`src/rtl/johnson_pkg.sv`:
```
// Shared types and helpers for Johnson-code consumers: lock FSM state,
// default geometry and the Johnson successor function.
package johnson_pkg;

  localparam int unsigned JPT_DEF_WIDTH  = 8;
  localparam int unsigned JPT_DEF_PHASES = 2 * JPT_DEF_WIDTH;
  localparam int unsigned JPT_MAX_WIDTH  = 64;

  typedef enum logic {
    SEARCH = 1'b0,
    LOCKED = 1'b1
  } jpt_state_t;

  // Next Johnson word for a 'width'-bit counter held in the low bits of x.
  function automatic logic [JPT_MAX_WIDTH-1:0] succ(input logic [JPT_MAX_WIDTH-1:0] x,
                                                    input int unsigned width);
    logic [JPT_MAX_WIDTH-1:0] mask;
    mask = (width >= JPT_MAX_WIDTH) ? '1 : ((64'd1 << width) - 64'd1);
    return {x[JPT_MAX_WIDTH-2:0], ~x[width-1]} & mask;
  endfunction

endpackage

```
`src/rtl/johnson_decode.sv`:
```
// Combinational Johnson-word checker/decoder: flags legal codes and maps them
// to a binary phase index in 0 .. 2*WIDTH-1.
module johnson_decode #(
  parameter int WIDTH = 8,
  parameter int PW    = $clog2(2 * WIDTH)
) (
  input  logic [WIDTH-1:0] code,
  output logic             legal,
  output logic [PW-1:0]    phase
);

  localparam logic [PW:0] NUM_PHASES = (PW + 1)'(2 * WIDTH);

  logic [WIDTH-1:0] inv;
  logic [PW:0]      pop;
  logic [PW:0]      back;

  always_comb begin
    inv = ~code;
    // A low-aligned run of ones has no bit in common with itself plus one.
    if (code[WIDTH-1]) legal = ((inv  & (inv  + WIDTH'(1))) == '0);
    else               legal = ((code & (code + WIDTH'(1))) == '0);

    pop = '0;
    for (int i = 0; i < WIDTH; i++) pop = pop + (PW + 1)'(code[i]);

    back  = NUM_PHASES - pop;
    phase = code[WIDTH-1] ? back[PW-1:0] : pop[PW-1:0];
  end

endmodule

```
`src/rtl/johnson_phase_tracker.sv`:
```
// Johnson counter consumer: validates and decodes samples, tracks lock and
// counts completed cycles. Optional macro JPT_STALL_TOLERATE_EN accepts repeats.
module johnson_phase_tracker
  import johnson_pkg::*;
#(
  parameter int WIDTH      = JPT_DEF_WIDTH,
  parameter int LOCK_COUNT = 4,
  parameter int MISS_LIMIT = 3,
  parameter int CNT_W      = 16,
  parameter int PW         = $clog2(2 * WIDTH)
) (
  input  logic             clk,
  input  logic             r,
  input  logic [WIDTH-1:0] jc_in,
  input  logic             jc_valid,
  output logic [PW-1:0]    phase,
  output logic             phase_valid,
  output logic             locked,
  output logic             err_pulse,
  output logic [7:0]       err_cnt,
  output logic             wrap_pulse,
  output logic [CNT_W-1:0] cycle_cnt
);

  localparam int GW = $clog2(LOCK_COUNT + 1);
  localparam int MW = $clog2(MISS_LIMIT + 1);
  localparam logic [GW-1:0] LOCK_TGT = GW'(LOCK_COUNT);
  localparam logic [MW-1:0] MISS_TGT = MW'(MISS_LIMIT);

  jpt_state_t       state_q, state_d;
  logic [WIDTH-1:0] exp_q, exp_d;
  logic [GW-1:0]    good_cnt_q, good_cnt_d;
  logic [MW-1:0]    miss_cnt_q, miss_cnt_d;
  logic [PW-1:0]    phase_q, phase_d;
  logic             phase_valid_q, phase_valid_d;
  logic             err_pulse_q, err_pulse_d;
  logic [7:0]       err_cnt_q, err_cnt_d;
  logic             wrap_pulse_q, wrap_pulse_d;
  logic [CNT_W-1:0] cycle_cnt_q, cycle_cnt_d;
`ifdef JPT_STALL_TOLERATE_EN
  logic [WIDTH-1:0] prev_q, prev_d;
`endif

  logic                     dec_legal;
  logic [PW-1:0]            dec_phase;
  logic [JPT_MAX_WIDTH-1:0] succ_wide;
  logic [WIDTH-1:0]         succ_word;
  logic                     is_stall;
  logic [MW-1:0]            miss_inc;

  johnson_decode #(.WIDTH(WIDTH), .PW(PW)) u_decode (
    .code  (jc_in),
    .legal (dec_legal),
    .phase (dec_phase)
  );

  // NOTE: every always_comb output gets a default first so no path infers a latch.
  always_comb begin
    state_d       = state_q;
    exp_d         = exp_q;
    good_cnt_d    = good_cnt_q;
    miss_cnt_d    = miss_cnt_q;
    phase_d       = phase_q;
    phase_valid_d = 1'b0;
    err_pulse_d   = 1'b0;
    err_cnt_d     = err_cnt_q;
    wrap_pulse_d  = 1'b0;
    cycle_cnt_d   = cycle_cnt_q;
    succ_wide     = succ(JPT_MAX_WIDTH'(jc_in), WIDTH);
    succ_word     = succ_wide[WIDTH-1:0];
    miss_inc      = miss_cnt_q + MW'(1);
    is_stall      = 1'b0;
`ifdef JPT_STALL_TOLERATE_EN
    prev_d   = prev_q;
    is_stall = (state_q == LOCKED) && dec_legal && (jc_in == prev_q);
`endif

    if (jc_valid) begin
      if (dec_legal) begin
        phase_d       = dec_phase;
        phase_valid_d = 1'b1;
`ifdef JPT_STALL_TOLERATE_EN
        prev_d        = jc_in;
`endif
      end

      case (state_q)
        SEARCH: begin
          if (!dec_legal) begin
            good_cnt_d = '0;
          end else begin
            exp_d = succ_word;
            if (jc_in == exp_q) begin
              good_cnt_d = good_cnt_q + GW'(1);
              if (good_cnt_d == LOCK_TGT) begin
                state_d    = LOCKED;
                miss_cnt_d = '0;
              end
            end else begin
              good_cnt_d = '0;
            end
          end
        end

        LOCKED: begin
          if (is_stall) begin
            // Upstream held its word; only the phase report refreshes.
          end else if (dec_legal && (jc_in == exp_q)) begin
            miss_cnt_d = '0;
            exp_d      = succ_word;
            if (dec_phase == '0) begin
              wrap_pulse_d = 1'b1;
              cycle_cnt_d  = cycle_cnt_q + CNT_W'(1);
            end
          end else begin
            err_pulse_d = 1'b1;
            if (err_cnt_q != 8'hFF) err_cnt_d = err_cnt_q + 8'd1;
            // A legal but unexpected word resynchronises the expectation.
            if (dec_legal) exp_d = succ_word;
            miss_cnt_d = miss_inc;
            if (miss_inc == MISS_TGT) begin
              state_d    = SEARCH;
              good_cnt_d = '0;
            end
          end
        end

        default: state_d = SEARCH;
      endcase
    end
  end

  // NOTE: sequential state uses non-blocking assignments so all flops update together.
  always_ff @(posedge clk) begin
    if (r) begin
      state_q       <= SEARCH;
      exp_q         <= '0;
      good_cnt_q    <= '0;
      miss_cnt_q    <= '0;
      phase_q       <= '0;
      phase_valid_q <= 1'b0;
      err_pulse_q   <= 1'b0;
      err_cnt_q     <= '0;
      wrap_pulse_q  <= 1'b0;
      cycle_cnt_q   <= '0;
`ifdef JPT_STALL_TOLERATE_EN
      prev_q        <= '0;
`endif
    end else begin
      state_q       <= state_d;
      exp_q         <= exp_d;
      good_cnt_q    <= good_cnt_d;
      miss_cnt_q    <= miss_cnt_d;
      phase_q       <= phase_d;
      phase_valid_q <= phase_valid_d;
      err_pulse_q   <= err_pulse_d;
      err_cnt_q     <= err_cnt_d;
      wrap_pulse_q  <= wrap_pulse_d;
      cycle_cnt_q   <= cycle_cnt_d;
`ifdef JPT_STALL_TOLERATE_EN
      prev_q        <= prev_d;
`endif
    end
  end

  assign phase       = phase_q;
  assign phase_valid = phase_valid_q;
  assign locked      = (state_q == LOCKED);
  assign err_pulse   = err_pulse_q;
  assign err_cnt     = err_cnt_q;
  assign wrap_pulse  = wrap_pulse_q;
  assign cycle_cnt   = cycle_cnt_q;

endmodule

```
`config.mk`:
```
export PLATFORM = sky130hd
export DESIGN_NAME = johnson_phase_tracker
export DESIGN_NICKNAME = d
export VERILOG_FILES = /design/src/rtl/johnson_pkg.sv /design/src/rtl/johnson_decode.sv /design/src/rtl/johnson_phase_tracker.sv
export SDC_FILE = /design/constraint.sdc
export NUM_CORES = 1
export LEC_CHECK = 0
export CELL_PAD_IN_SITES_DETAIL_PLACEMENT = 1
export CELL_PAD_IN_SITES_GLOBAL_PLACEMENT = 2
export CORE_MARGIN = 1.5
export CORE_UTILIZATION = 35
export DETAILED_ROUTE_END_ITERATION = 7
export PLACE_DENSITY_LB_ADDON = 0.2
export SYNTH_ARGS = -nofsm -noshare
export SYNTH_HDL_FRONTEND = slang
export SYNTH_SLANG_ARGS = --single-unit
```
`constraint.sdc`:
```
create_clock -name clk -period 13.8 [get_ports clk]
set_input_delay 2.76 -clock clk [delete_from_list [all_inputs] [get_ports clk]]
set_output_delay 2.76 -clock clk [all_outputs]
set_load 0.005 [all_outputs]
```
# Yosys cells after proc, flatten, opt, wreduce, memory -nomap -nowiden
# Index checks and enable logic that the tools add are counted.
dict set report totals {
  wordCells 76
  out_inout_bits 32
  regBits 45
  in_bits 11
}
dict set report classes {
  muxes 24
  n_addsub 14
  eq_ne 9
  n_bitwise 7
  reduce_logical 12
}
# cell count
set ops {}
lappend ops {{$add A4 B1 Y4} 6}
lappend ops {{$add A8 B1 Y8 const B} 3}
lappend ops {{$add A16 B1 Y16 const B} 1}
lappend ops {{$and A8 B8 Y8} 2}
lappend ops {{$logic_not A8 Y1} 2}
lappend ops {{$mux W8} 2}
lappend ops {{$pmux W8 S2} 1}
lappend ops {{$mux W3} 4}
lappend ops {{$reduce_and A4 Y1} 3}
lappend ops {{$mux W1} 9}
lappend ops {{$eq A8 B8 Y1} 1}
lappend ops {{$mux W2} 4}
lappend ops {{$ne A2 B2 Y1 const B} 4}
lappend ops {{$ne A8 B8 Y1 const B} 1}
lappend ops {{$not A8 Y8} 1}
lappend ops {{$pmux W3 S2} 1}
lappend ops {{$logic_not A4 Y1} 1}
lappend ops {{$mux W4} 1}
lappend ops {{$not A1 Y1} 4}
lappend ops {{$pmux W2 S2} 1}
lappend ops {{$reduce_or A4 Y1} 1}
lappend ops {{$sub A1 B4 Y4 const A} 1}
lappend ops {{$add A3 B1 Y3 const B} 1}
lappend ops {{$eq A3 B3 Y1 const B} 1}
lappend ops {{10 further kinds} 10}

# Logic depth before layout (Yosys ltp)
dict set report depth {
  word_depth 11
  ltp_mapped 18
  ltp_nobuf 16
}

# Cells and area by module
# Synthesis repeated with hierarchy kept, for this count alone.
dict set report hier_totals {
  cells_unflattened 311
  hier_area_um2 2555.0
}
# module area_per_inst_um2 instances seq_area_each_um2 cells_each
set modules_own_cells {}
lappend modules_own_cells {johnson_phase_tracker 2127.0 1 900.9 258}
lappend modules_own_cells {johnson_decode 427.9 1 0.0 53}

# Worst setup path after synthesis
# OpenSTA, ideal clock, no wires.
dict set report synth_timing {
  path_type {input -> register}
  startpoint {in jc_in[0]}
  endpoint {reg cycle_cnt_q[10] (netlist: cycle_cnt[10])}
  t_required_ns 13.679
  path_buffers 1
  arrival_time_ns 6.484
  cell_stages 17
  setup_ns 0.121
  slack_ns 7.195
  cell_sequence {inv_1 > ha_1 > inv_1 > fa_1 > fa_1 > fa_1 > inv_1 > fa_1 > inv_1 > ha_1 > and2b_1 > xnor2_1 > nor3_2 > nand3_4 > clkbuf_8 > nor4_2 > mux2_2}
}
dict set report synth_via {
  elab_chain_len 11
  word_cells_on_any_way 21
  classes_between {add/sub (10); eq/ne (1); mux (2); bitwise (3); reduce/logical (5)}
}
# item line_no
set synth_lines {}
lappend synth_lines {{from (decl)} johnson_phase_tracker.sv:14} ;# input logic [WIDTH-1:0] jc_in,
lappend synth_lines {{$add A1 B1 Y2} johnson_decode.sv:25} ;# for (int i = 0; i < WIDTH; i++) pop = pop + (PW + 1)'(code[i]);
lappend synth_lines {{$add A4 B1 Y4 (6 in a row)} johnson_decode.sv:25}
lappend synth_lines {{$sub A1 B4 Y4} johnson_decode.sv:27} ;# back = NUM_PHASES - pop;
lappend synth_lines {{$mux W4} johnson_decode.sv:28} ;# phase = code[WIDTH-1] ? back[PW-1:0] : pop[PW-1:0];
lappend synth_lines {{$logic_not A4 Y1} johnson_phase_tracker.sv:111} ;# if (dec_phase == '0) begin
lappend synth_lines {{$reduce_and A4 Y1 (no line) (*)} n/a}
lappend synth_lines {{to (signal assigned)} johnson_phase_tracker.sv:159} ;# cycle_cnt_q <= cycle_cnt_d;
lappend synth_lines {{to (decl)} johnson_phase_tracker.sv:39} ;# logic [CNT_W-1:0] cycle_cnt_q, cycle_cnt_d;
# Mark *: on every way between the ends. The rest lies on a longest branch, timed or not.
# A chain may end at the register's enable or synchronous reset.

# Worst setup path in the final report
dict set report layout_timing {
  startpoint {in jc_in[0]}
  endpoint {reg cycle_cnt_q[14] (netlist: cycle_cnt[14])}
}
# Same word-level chain as after synthesis.

==> flow_metrics.py <==
metrics = {
    "floorplanning": {
        "core_area_um2": 7290,
        "core.rowCount": 31,
        "ios": 43,
        "die-area_um2": 8110,
        "initial_core_util_pct": 36.4,
        "die_w_um": 90.1,
        "die_y_um": 90.1,
    },
    "yosys": {
        "yosys-top-cells-area": "dfxtp_1 34%, ha_1 5.7%, nor2_1 5.2%",
        "synth_area_um2": 2650,
        "synth-async-reset-ratio_pct": 0,
        "synth-compound-area-share_pct": 15.0,
        "synthMuxAreaShare_pct": 8.73,
        "synthSimpleGateAreaFrac_pct": 23.4,
        "synthAdderAreaFrac_pct": 8.68,
        "synth_top_area_cell": "dfxtp_1",
        "synth-xor-area-share_pct": 3.96,
        "ys_seq_area_share_pct": 34.0,
        "synth_top_family_by_area": "simple AND/OR/NAND/NOR gates",
        "syn_avg_cell_area_um2": 8.96,
        "synth_top_area_share_pct": 34.0,
        "synth.distinct_cells": 54,
        "ys_ff_latch": 45,
        "synth-edff-count": 0,
        "syn_nets": 323,
        "synthesis.instances": 296,
        "yosysWarnings": 0,
        "synth_flop_cell": "dfxtp_1",
    },
    "finish": {
        "final_nets": 358,
        "most-common-layout-cells": "45 x dfxtp_1, 41 x clkdlybuf4s50_1, 37 x nor2_1",
        "drive_above_1_share_pct": 10.6,
        "utilization_pct": 43.7,
        "n_fill_cell": 880,
        "n_antenna_cell": 0,
        "final_common_cell": "dfxtp_1",
        "syn2layout_area_growth_pct": 20.0,
    },
    "timing": {
        "min_period_ns": 7.36,
        "hold_violations": 0,
        "maxSlewHeadroom_pct": 33.3,
        "final_max_slew_viol_count": 0,
        "finalCritPeriodShare_pct": 53.3,
        "finalSetupTns_ns": 0,
        "holdWs_ns": 0.505,
        "timing.fmax_ghz": 0.136,
        "fin_worst_skew_ns": 0.00566,
        "worst_slew_pin_slew_ns": 1.00,
        "rsz0062_at_grt": "false",
        "setup-violations-final": 0,
    },
    "grt": {
        "grt_max_degree": 55,
        "grt_overflow": 0,
        "antenna_found_initial": 0,
        "grtUsageTotal_pct": 16.6,
        "grt_pass1_wl_um": 11100,
        "grt_pass1_vias": 2314,
    },
    "pwr": {
        "seqPwrFrac_pct": 50.0,
        "p_clk_share_pct": 29.7,
        "pwr-share-comb_pct": 20.3,
        "p_int_w": 0.000185,
        "irDropWorstVdd_v": 0.0000346,
        "p_leak_nw": 1.13,
        "swShare_pct": 29.5,
        "power_w": 0.000263,
        "power_density_nw_per_um2": 82.6,
        "switchingPower_w": 0.0000776,
    },
    "route": {
        "drtIter0Drc": 80,
        "vias": 2259,
        "viasPerCell": 5.27,
        "antenna_left": 0,
        "post_drt_wl_per_cell_um": 15.1,
        "routed_wl_um": 6460,
        "dr.pass1.iters": 4,
        "drc": 0,
    },
    "clocking": {
        "cts-root-buf": "clkbuf_8",
        "cts_sinks": 45,
        "cts_buffer_depth": 2,
        "htreeDepth": 2,
        "cts_hold_buf": 0,
        "clk_pin_slew_worst_paths_ns": 0.08,
        "cts_setup_buffers": 0,
        "cts_tree": "done",
        "clk_latency_ns": 0.30,
        "numCtsBuffers": 5,
        "ctsResizeCount": 0,
    },
    "critical_path": {
        "arrival_ns": 7.55,
        "cp.required_ns": 13.99,
        "cp-start-kind": "input port",
        "crit_type": "input port to register",
        "end_kind": "register",
        "rrSetupSlack_ns": 11.51,
        "cp_max_fo": 27,
    },
    "worst_hold_path": {
        "hold_class": "register to register",
    },
    "place": {
        "gp_congestion": 0.738,
        "io_buffers": 42,
        "dpl.hpwl_um": 4500,
    },
    "job": {
        "cap_viol_max_count": 0,
    },
    "status": {
        "status": "complete, no violations",
    },
}
==> cells in the mapped netlist, types with 2 or more instances <==
master and n:
nand4_1 8, dfxtp_1 45, nand2_1 15, xnor2_1 11, a21oi_2 2, inv_1 20
mux2i_1 13, o31ai_1 3, fa_1 4, nor4_1 5, a31oi_1 4, and3_1 4
a211oi_1 2, buf_2 3, nand3b_1 4, nor3_1 4, or2_2 5, a21oi_1 13
nor2_1 37, a22oi_1 2, a31o_2 3, nor2b_1 9, and2_1 3, o41ai_1 5
nand3_1 6, clkbuf_1 8, buf_6 2, mux2_2 9, or4_1 3, o21ai_0 6
o311ai_0 4, ha_1 12
==> per-stage QoR <==
stage          setup slack [ns]  instances  area [um2]
6_report                   6.44        429        3180
5_1_grt                    6.15        429        3180
3_5_place_dp               6.11        423        3110
3_3_place_gp               6.23        423        3110
4_1_cts                    6.44        429        3180
2_1_floorplan              7.20        296        2650
==> power groups by stage <==
stage	logic, W	registers, W	clock network [W]
floorplan	0.0000393	0.000134	0
global placement	0.0000526	0.000135	0
detailed placement	0.0000538	0.000135	0
CTS	0.0000539	0.000131	0.0000815
global route	0.0000598	0.000132	0.0000857
finish	0.0000534	0.000131	0.0000781
==> cells by family (layout without fill, tap and decap cells) <==
family,Yosys count,in the layout
and+or+nand+nor,114,114
muxes,22,22
AOI/OAI and AO/OA,52,52
xor gates and xnor gates,12,12
DFF,45,45
adders and majority gates,16,16
buffers and inverters,35,69
==> worst paths after layout <==
path,startpoint,end,depth (start not counted)
setup reg to reg,register,cycle_cnt[14],6
hold reg to reg,phase[1],phase[1],2
setup / recovery,jc_in[0],cycle_cnt[14],17
hold / removal,phase[1],phase[1],2
==> layout make-up <==
cell class,instances,area (um2),area share [%]
clock buffer,5,68.8,2.16
sequential,45,901,28.3
inverter,20,75.1,2.36
tap,99,124,3.89
timing repair buffer,43,423,13.3
clock inverter,1,5.00,0.157
multi-input combinational,216,1590,49.9
==> worst max-delay path, stage by stage <==
cell and delay, ns:
clkdlybuf4s50_1 0.63, inv_1 0.12, ha_1 0.29, inv_1 0.05, fa_1 0.50, fa_1 0.43, fa_1 0.37, inv_1 0.11
fa_1 0.43, inv_1 0.11, ha_1 0.15, and2b_1 0.18, xnor2_1 0.14, nor3_2 0.24, nand3_4 0.29, nor4_1 0.38
mux2_2 0.37
==> layer usage <==
metal  routed length, um  global-route usage, %  vias to the layer above
met3                 207                   3.30                        8
met1                3130                   21.5                     1098
met4                  67                   4.37                        0
met2                3060                   28.2                       31
met5                   0                      0                        -
li1                    -                      -                     1122
No activity file was read; power rests on OpenSTA's default activity.
==> variant: new RTL, same flow settings <==
Add a define of `JPT_STALL_TOLERATE_EN`.
--- a/src/rtl/johnson_phase_tracker.sv
+++ b/src/rtl/johnson_phase_tracker.sv
@@ -2,2 +2,4 @@
 // counts completed cycles. Optional macro JPT_STALL_TOLERATE_EN accepts repeats.
+`define JPT_STALL_TOLERATE_EN
+
 module johnson_phase_tracker
Function: changed (a bounded check fails within 10 cycles, from zero or initial values).
==> variant against the original RTL <==
Count of clock-buffer cells in the layout rose by 1. Worst setup slack worse by 0.27 ns. Total power grew 14%. Clock power grew 21%. Cell area increased by 8.9%. Synthesized cell count is 16% higher. Cell count increased by 12%. Sequential cell count grew 8. Area after synthesis rose by 9.6%. Routed wire length is 10% higher. Critical endpoint is now cycle_cnt[10]$_SDFFE_PP0P_. Largest cell class unchanged.
==> variant: results (changes against the original RTL) <==
Route
  – Routed length per instance: 14.78 microns (was 15.07 microns)
  – Met3 WL: 171 microns (was 207 microns)
  – M1 wire length: 3586 microns (was 3134 microns)
  – Met2 wire len: 3311 microns (was 3055 microns)

Yosys
  – XOR/XNOR Fraction of Synth Area: 7.831% (was 3.962%)
  – Synth Net Count: 370 (was 323)
  – Compound-Gate Fraction of Synth Area: 16.65% (was 15.05%)
  – Synth area leaders: dfxtp_1, xnor2_1, a21oi_1 (was dfxtp_1, ha_1, nor2_1)
  – Post-synthesis mux area share: 2.453% (was 8.726%)

Place
  – GPL Wtd Cong: 0.7316 (was 0.7379)
  – Placed Instances: 474 (was 423)
  – Pre-CTS setup slack: 5.827 ns (was 6.111 ns)

Layout
  – Multi-input gate area: 0.001674 sq mm (was 0.001588 sq mm)
  – Clock buffer count: 6 (was 5)
  – Logic inverters: 19 (was 20)
  – NumNets Final: 403 (was 358)
  – Area growth, synth to finish: 19.23% (was 20.05%)
  – Share of cells above drive strength 1: 6.366% (was 10.61%)
  – Final std cells w/o fill: 482 (was 429)
  – Non-CTS buffers: 44 (was 43)
  – FF+latch area: 0.001061 sq mm (was 900.9 sq um)
  – Non-clock buffer share: 12.41% (was 13.28%)

Timing
  – Worst relative slew slack: 30.99% (was 33.25%)
  – Fmax: 131.1 MHz (was 135.9 MHz)
  – Clock Skew: 0.01030 ns (was 0.005657 ns)

Worst setup path
  – Crit path to: cycle_cnt[10]$_SDFFE_PP0P_ (was cycle_cnt[14]$_SDFFE_PP0P_)
  – Critical Path Fanout Max: 21 (was 27)
  – R2R depth: 7 (was 6)

Min path
  – Hold Crit Start: miss_cnt_q[1]$_SDFFE_PP0P_ (was phase[1]$_SDFFE_PP0P_)
  – Hold worst-path end: miss_cnt_q[1]$_SDFFE_PP0P_ (was phase[1]$_SDFFE_PP0P_)

Power
  – Clock share of power: 31.3% (was 29.7%)
  – Total power: 0.3010 mW (was 0.2630 mW)
  – Int Pwr: 0.2164 mW (was 0.1855 mW)
  – Combinational gate power: 0.0505 mW (was 0.0534 mW)
  – Leak pwr: 1.229 nW (was 1.135 nW)

Status
  – Status: completed (unchanged)

Global routing
  – Largest net degree at the start of global routing: 56 (was 55)
  – Gr usage total: 17.32% (was 16.64%)

Clock tree
  – CTS Sinks: 53 (was 45)
[variant: changes by cell type after synthesis, sizes merged, moves of 10 or more]
cell   change
a21oi     +19
nand2     +10
o21ai     +12
xnor2     +13
[variant: cells by family (layout without fill, tap and decap cells)]
family / count (synthesis) / in the layout
buffers and inverters: 37 / 71
flip-flops: 53 / 53
XOR/XNOR: 26 / 26
AO/OA/AOI/OAI: 78 / 78
AND/OR/NAND/NOR: 126 / 126
multiplexers: 7 / 7
adder cells (fa/ha/maj): 16 / 16
[variant: worst register-to-register path, stage by stage (launching register included)]
cell and delay (ns):
dfxtp_1 0.34, xnor2_1 0.13, nand4_1 0.11, nor3_1 0.09, or4_4 0.58, or3_4 0.47, or4_1 0.55, a21oi_1 0.15
[variant: routing by layer]
metal	global-route usage, %	vias to the layer above
li1	-	1257
met4	3.358	0
met2	28.30	28
met3	2.994	5
met5	0	-
met1	23.90	1235
